**config.mk**
```make
export PLATFORM = sky130hd
export DESIGN_NAME = mac_term_feeder_flat
export DESIGN_NICKNAME = d
export VERILOG_FILES = /design/src/rtl/mac_term_feeder_if.sv /design/src/rtl/mac_term_feeder.sv /design/src/flat_wrapper.sv
export SDC_FILE = /design/constraint.sdc
export NUM_CORES = 2
export LEC_CHECK = 0
export ABC_AREA = 1
export CORE_ASPECT_RATIO = 1.5
export CORE_UTILIZATION = 53
export DETAILED_ROUTE_END_ITERATION = 6
export PLACE_DENSITY = 0.72
export SLEW_MARGIN = 20
export SYNTH_ARGS = -nofsm -noshare
export SYNTH_HDL_FRONTEND = slang
export SYNTH_SLANG_ARGS = --single-unit
```
**constraint.sdc**
```tcl
create_clock -name clk_i -period 26 [get_ports clk_i]
set_input_delay 2.6 -clock clk_i [delete_from_list [all_inputs] [get_ports clk_i]]
set_output_delay 2.6 -clock clk_i [all_outputs]
set_load 0.1 [all_outputs]
```
**src/rtl/mac_term_feeder_if.sv**
```systemverilog
// Sample-in / term-out bundle of the MAC term feeder: coefficient writes,
// sample handshake, FIFO stall inputs and the term stream to the MAC FIFOs.
interface mac_term_feeder_if #(
    parameter int DATA_WIDTH = 32,
    parameter int ADDR_LINES = 4
);
    logic                  coeff_we_i;
    logic [ADDR_LINES-1:0] coeff_addr_i;
    logic [DATA_WIDTH-1:0] coeff_data_i;
    logic                  sample_valid_i;
    logic                  sample_ready_o;
    logic [DATA_WIDTH-1:0] sample_i;
    logic [ADDR_LINES-1:0] order_i;
    logic                  full_mul_i;
    logic                  full_adder_i;
    logic [DATA_WIDTH-1:0] signal_o;
    logic [DATA_WIDTH-1:0] coeff_o;
    logic                  term_valid_o;
    logic                  term_last_o;
    logic                  busy_o;
    logic                  sat_o;

    modport master (
        output coeff_we_i, coeff_addr_i, coeff_data_i,
        output sample_valid_i, sample_i, order_i, full_mul_i, full_adder_i,
        input  sample_ready_o, signal_o, coeff_o, term_valid_o, term_last_o,
        input  busy_o, sat_o
    );

    modport slave (
        input  coeff_we_i, coeff_addr_i, coeff_data_i,
        input  sample_valid_i, sample_i, order_i, full_mul_i, full_adder_i,
        output sample_ready_o, signal_o, coeff_o, term_valid_o, term_last_o,
        output busy_o, sat_o
    );
endinterface

```
**src/rtl/mac_term_feeder.sv**
```systemverilog
// Expands one sample x into the term stream (x^k, c_k), k = 0..order, one term
// per unstalled cycle, with powers built iteratively in saturating fixed point.
module mac_term_feeder #(
    parameter int DATA_WIDTH = 32,
    parameter int ADDR_LINES = 4,
    parameter int FRAC_BITS  = 16
) (
    input  logic            clk_i,
    input  logic            rst_i,
    mac_term_feeder_if.slave bus
);
    localparam int DEPTH = 1 << ADDR_LINES;
    localparam int PW    = 2 * DATA_WIDTH;

    typedef enum logic {IDLE, EMIT} state_t;

    state_t                       state_q;
    logic        [ADDR_LINES-1:0] k_q;
    logic        [ADDR_LINES-1:0] order_q;
    logic signed [DATA_WIDTH-1:0] x_q;
    logic signed [DATA_WIDTH-1:0] power_q;
    logic                         sat_q;
    logic        [DATA_WIDTH-1:0] tbl_q [DEPTH];

    logic signed [PW-1:0]         prod;
    logic signed [PW-1:0]         shifted;
    logic        [DATA_WIDTH:0]   hi;
    logic                         ovf;
    logic signed [DATA_WIDTH-1:0] power_d;
    logic                         stall;
    logic                         xfer;
    logic                         at_last;

    assign prod    = PW'(power_q) * PW'(x_q);
    assign shifted = prod >>> FRAC_BITS;
    // The result fits iff all bits from the target sign bit upward agree.
    assign hi      = shifted[PW-1:DATA_WIDTH-1];
    assign ovf     = !((&hi) || !(|hi));

    always_comb begin
        power_d = shifted[DATA_WIDTH-1:0];
        if (ovf)
            power_d = shifted[PW-1] ? {1'b1, {(DATA_WIDTH-1){1'b0}}}
                                    : {1'b0, {(DATA_WIDTH-1){1'b1}}};
    end

    assign stall   = bus.full_mul_i | bus.full_adder_i;
    assign xfer    = (state_q == EMIT) && !stall;
    assign at_last = (k_q == order_q);

    assign bus.sample_ready_o = (state_q == IDLE);
    assign bus.busy_o         = (state_q == EMIT);
    assign bus.term_valid_o   = xfer;
    assign bus.term_last_o    = xfer && at_last;
    assign bus.signal_o       = power_q;
    assign bus.coeff_o        = tbl_q[k_q];
    assign bus.sat_o          = sat_q;

    always_ff @(posedge clk_i or posedge rst_i) begin
        if (rst_i) begin
            state_q <= IDLE;
            k_q     <= '0;
            order_q <= '0;
            x_q     <= '0;
            power_q <= '0;
            sat_q   <= 1'b0;
            for (int i = 0; i < DEPTH; i++) tbl_q[i] <= '0;
        end else begin
            // Reads are asynchronous, so a same-cycle write is seen next cycle.
            if (bus.coeff_we_i) tbl_q[bus.coeff_addr_i] <= bus.coeff_data_i;
            case (state_q)
                IDLE: begin
                    if (bus.sample_valid_i) begin
                        x_q     <= bus.sample_i;
                        order_q <= bus.order_i;
                        power_q <= DATA_WIDTH'(1) << FRAC_BITS;
                        k_q     <= '0;
                        sat_q   <= 1'b0;
                        state_q <= EMIT;
                    end
                end
                EMIT: begin
                    if (xfer) begin
                        if (at_last) begin
                            state_q <= IDLE;
                        end else begin
                            k_q     <= k_q + 1'b1;
                            power_q <= power_d;
                            if (ovf) sat_q <= 1'b1;
                        end
                    end
                end
                default: state_q <= IDLE;
            endcase
        end
    end
endmodule

```
**src/flat_wrapper.sv**
```systemverilog
// flat-port wrapper written by rule: the top's interface ports become plain ports
module mac_term_feeder_flat 
#(
    parameter int DATA_WIDTH = 32,
    parameter int ADDR_LINES = 4,
    parameter int FRAC_BITS  = 16
)
  (clk_i, rst_i, bus_coeff_we_i, bus_coeff_addr_i, bus_coeff_data_i, bus_sample_valid_i, bus_sample_i, bus_order_i, bus_full_mul_i, bus_full_adder_i, bus_sample_ready_o, bus_signal_o, bus_coeff_o, bus_term_valid_o, bus_term_last_o, bus_busy_o, bus_sat_o);
  mac_term_feeder_if #(.DATA_WIDTH(DATA_WIDTH), .ADDR_LINES(ADDR_LINES)) bus_i ();
  input  logic clk_i;
  input  logic rst_i;
  input wire logic [$bits(bus_i.coeff_we_i)-1:0] bus_coeff_we_i;
  input wire logic [$bits(bus_i.coeff_addr_i)-1:0] bus_coeff_addr_i;
  input wire logic [$bits(bus_i.coeff_data_i)-1:0] bus_coeff_data_i;
  input wire logic [$bits(bus_i.sample_valid_i)-1:0] bus_sample_valid_i;
  input wire logic [$bits(bus_i.sample_i)-1:0] bus_sample_i;
  input wire logic [$bits(bus_i.order_i)-1:0] bus_order_i;
  input wire logic [$bits(bus_i.full_mul_i)-1:0] bus_full_mul_i;
  input wire logic [$bits(bus_i.full_adder_i)-1:0] bus_full_adder_i;
  output wire logic [$bits(bus_i.sample_ready_o)-1:0] bus_sample_ready_o;
  output wire logic [$bits(bus_i.signal_o)-1:0] bus_signal_o;
  output wire logic [$bits(bus_i.coeff_o)-1:0] bus_coeff_o;
  output wire logic [$bits(bus_i.term_valid_o)-1:0] bus_term_valid_o;
  output wire logic [$bits(bus_i.term_last_o)-1:0] bus_term_last_o;
  output wire logic [$bits(bus_i.busy_o)-1:0] bus_busy_o;
  output wire logic [$bits(bus_i.sat_o)-1:0] bus_sat_o;
  assign bus_i.coeff_we_i = bus_coeff_we_i;
  assign bus_i.coeff_addr_i = bus_coeff_addr_i;
  assign bus_i.coeff_data_i = bus_coeff_data_i;
  assign bus_i.sample_valid_i = bus_sample_valid_i;
  assign bus_i.sample_i = bus_sample_i;
  assign bus_i.order_i = bus_order_i;
  assign bus_i.full_mul_i = bus_full_mul_i;
  assign bus_i.full_adder_i = bus_full_adder_i;
  assign bus_sample_ready_o = bus_i.sample_ready_o;
  assign bus_signal_o = bus_i.signal_o;
  assign bus_coeff_o = bus_i.coeff_o;
  assign bus_term_valid_o = bus_i.term_valid_o;
  assign bus_term_last_o = bus_i.term_last_o;
  assign bus_busy_o = bus_i.busy_o;
  assign bus_sat_o = bus_i.sat_o;
  mac_term_feeder #(.DATA_WIDTH(DATA_WIDTH), .ADDR_LINES(ADDR_LINES), .FRAC_BITS(FRAC_BITS)) u_core (.clk_i(clk_i), .rst_i(rst_i), .bus(bus_i));
endmodule
```
==> flow_summary_export.csv <==
group,metric,value,unit
floorplanning,rows,155,
clock_network,cts-resized-gates,0,
placement,place_worst_setup_slack,15790,ps
setup_path,path_delay_family,"adder cells",
grt,gr-total-overflow,0,
hold_path,hold_depth,2,
clock_network,cts_tree,"done",
synthesis,synth.net_count,9282,
synthesis,synthMostInstantiatedCell,"nand2_1",
clock_network,numCtsBuffers,58,
timing,relSlewSlack,0.2200,
setup_path,critPathArrivalTime,10590,ps
detailed_routing,drtPass1Iterations,6,
grt,grt_pass1_vias,54420,
setup_path,worst-r2r-setup-slack,16020,ps
final_layout,final_net_count,9101,
placement,io_buffer_count,146,
synthesis,yosysSeqAreaShare,0.2301,
final_layout,layout-drive-gt1-share,0.03178,
setup_path,crit_slowest_cell,"fa_1",
setup_path,rr_startpoint,"u_core.bus.signal_o[31]",
placement,hpwl,138.0,mm
clock_network,cts_setup_buffers,0,
timing,finalHoldViolCount,0,
grt,grt_max_degree,139,
floorplanning,die_w,285.1,um
timing,timing.final.max_slew_violations,0,
setup_path,reg2reg_depth,32,
timing,setup_tns,0,ps
clock_network,cts_max_level,2,
floorplanning,start_util,0.5351,
hold_path,hold_class,"reg2reg",
final_layout,regArea,14680,um2
setup_path,cpMostUsedCell,"nand2_1",
grt,grt_use_total,0.3133,
synthesis,yosysTopAreaCell,"fa_1",
synthesis,ys.flop_type,"dfrtp_1",
setup_path,max_stage_delay,930,ps
timing,rsz0062_at_grt,"false",
grt,grt_pass1_wl,294.7,mm
final_layout,multi_input_area,40780,um2
timing,setup_viol,0,
detailed_routing,routed_wl,185.4,mm
hold_path,holdPathEnd,"u_core.tbl_q[225]",
synthesis,synthesis.area,63720,um2
clock_network,clkSinkCount,586,
clock_network,clk_latency,720,ps
setup_path,critPathKind,"reg2reg",
synthesis,synth_area_leaders,"fa_1 34%, dfrtp_1 23%, nand2_1 13%",
clock_network,path_clk_slew,70,ps
floorplanning,core,119100,um2
synthesis,synthesis.instances,7942,
timing,worstMarginPinSlew,1166,ps
synthesis,synthTopCellsByCount,"2229 x nand2_1, 1725 x inv_1, 1081 x fa_1, 719 x o21ai_0, 586 x dfrtp_1",
timing,finalCritPeriodShare,0.3839,
floorplanning,pin_count,147,
timing,fin_worst_skew,93.46,ps
synthesis,synth_top_area_frac,0.3396,
clock_network,clockBufferDepth,3,
grt,antenna_found_initial,9,
synthesis,synthArstFlopShare,1.000,
clock_network,cts-root-buf,"clkbuf_16",
timing,fin_crit,9982,ps
floorplanning,die_h,426.7,um
detailed_routing,ant_nets,0,
run,cap_viol_max_count,0,
detailed_routing,drt_iter0_drc,3678,
setup_path,worstSetupStartpointType,"flop",
hold_path,min_from,"u_core.tbl_q[225]",
clock_network,cts_hold_buf,0,
placement,place_congestion,0.9716,
detailed_routing,wl_per_cell,19.76,um
synthesis,synth_edf_count,0,
setup_path,path_max_fanout,34,
synthesis,avgSynthCellArea,8.023,um2
timing,setup_ws,16020,ps
setup_path,worst_r2r_endpoint,"u_core.bus.signal_o[11]",
detailed_routing,vias,50930,
floorplanning,fp.dieArea,121700,um2
synthesis,synth_warnings,0,
synthesis,ys_ff_latch,586,
setup_path,worstPathBufferInverterCount,7,
synthesis,ys_types,40,
setup_path,required,26610,ps
timing,clock.fmax,100.2,MHz
final_layout,syn_to_final_growth,6.931,%
setup_path,cp-end-kind,"flop",
outcome,status,"finished, final reports clean",
detailed_routing,drc,0,
final_layout,fill_cells,10860,
detailed_routing,via_per_inst,5.430,
[metrics by stage]
step	hold WS, ps	utilization	instances	area (um2)
after global placement	460.5	0.5557	9271	66170
after floorplan	447.8	-	7942	63720
after global routing	494.3	0.5722	9378	68140
final	477.9	0.5722	9379	68140
after detailed placement	466.3	0.5557	9271	66170
after CTS	483.4	0.5721	9373	68120
[tightest hold or removal path, cell delays in order, from the launching register on]
cell and delay (ps):
dfrtp_1 340, nand2_1 50, o21ai_0 60
[flip-flops by register name, indices dropped and copies added (netlist names)]
name,count
u_core.bus.busy_o,1
u_core.tbl_q,512
u_core.order_q,4
u_core.bus.signal_o,32
u_core.x_q,32
u_core.bus.sat_o,1
u_core.k_q,4
[worst max-delay path by stage]
stage / startpoint / endpoint / slack, ps / depth (start not counted)
after floorplan: rst_i / u_core.bus.busy_o / 7000 / 1
after global routing: u_core.bus.signal_o[31] / u_core.bus.signal_o[16] / 15560 / 33
after CTS: u_core.bus.signal_o[31] / u_core.bus.signal_o[16] / 15760 / 33
after detailed placement: u_core.x_q[2] / u_core.bus.signal_o[16] / 15790 / 33
after global placement: u_core.bus.signal_o[31] / u_core.bus.signal_o[27] / 16030 / 33
final: u_core.bus.signal_o[31] / u_core.bus.signal_o[11] / 16020 / 32
[area by class of cell]
class,instances,area share
Timing Repair Buffer,253,0.03324
Antenna cell,6,0.0002203
Clock buffer,84,0.02450
Clock inverter,18,0.004150
Inverter,1726,0.09526
Multi-Input combinational cell,5136,0.5984
Tap cell,1570,0.02883
Sequential cell,586,0.2154
[routing by layer]
| layer | global-route usage | share of wire | wire length, um | up-vias |
|---|---|---|---|---|
| met3 | 0.04525 | 0.062 | 11510 | 621 |
| met5 | 0 | 0.00021 | 39 | - |
| met2 | 0.5722 | 0.53 | 97880 | 1963 |
| li1 | - | - | - | 22950 |
| met1 | 0.3482 | 0.35 | 64910 | 25390 |
| met4 | 0.1741 | 0.059 | 11030 | 6 |
[cell usage in the layout (no fill, tap or decap), types with 5 or more instances in the layout]
master / netlist / layout
o41ai_1: 14 / 14
nand4_1: 19 / 19
a31oi_1: 5 / 5
o221ai_1: 8 / 8
xnor2_1: 35 / 35
inv_1: 1725 / 1720
or2_2: 8 / 8
ha_1: 181 / 181
clkbuf_1: 474 / 14
a21oi_1: 255 / 255
dfrtp_1: 586 / 581
buf_4: 3 / 107
nand3_2: 0 / 6
nor4_1: 6 / 6
nand2_1: 2229 / 2220
clkbuf_16: 0 / 58
o21ai_0: 719 / 719
o22ai_1: 25 / 25
nor2_4: 1 / 5
a221oi_1: 25 / 25
fa_1: 1081 / 1081
nand3_1: 74 / 68
nand2_2: 6 / 15
o2111ai_1: 17 / 17
diode_2: 0 / 6
clkbuf_8: 0 / 12
nor3_1: 12 / 12
nor2_1: 358 / 353
nor2_2: 5 / 6
clkdlybuf4s50_1: 0 / 146
xor2_1: 16 / 16
o21bai_1: 19 / 19
[cell families (layout without fill, tap and decap cells)]
kind of cell / count (synthesis) / after routing / synth area share
AO/OA/AOI/OAI: 1096 / 1096 / 0.09174
XOR/XNOR: 51 / 51 / 0.007010
flip-flops: 586 / 586 / 0.2301
other: 0 / 6 / 0
adder cells (fa/ha/maj): 1262 / 1262 / 0.3751
AND/OR/NAND/NOR: 2727 / 2727 / 0.1647
buffers and inverters: 2220 / 2081 / 0.1313
Power is left out: the tool's default activity adds up to more than one toggle a clock period on the data nets, which glitch-free logic cannot reach.
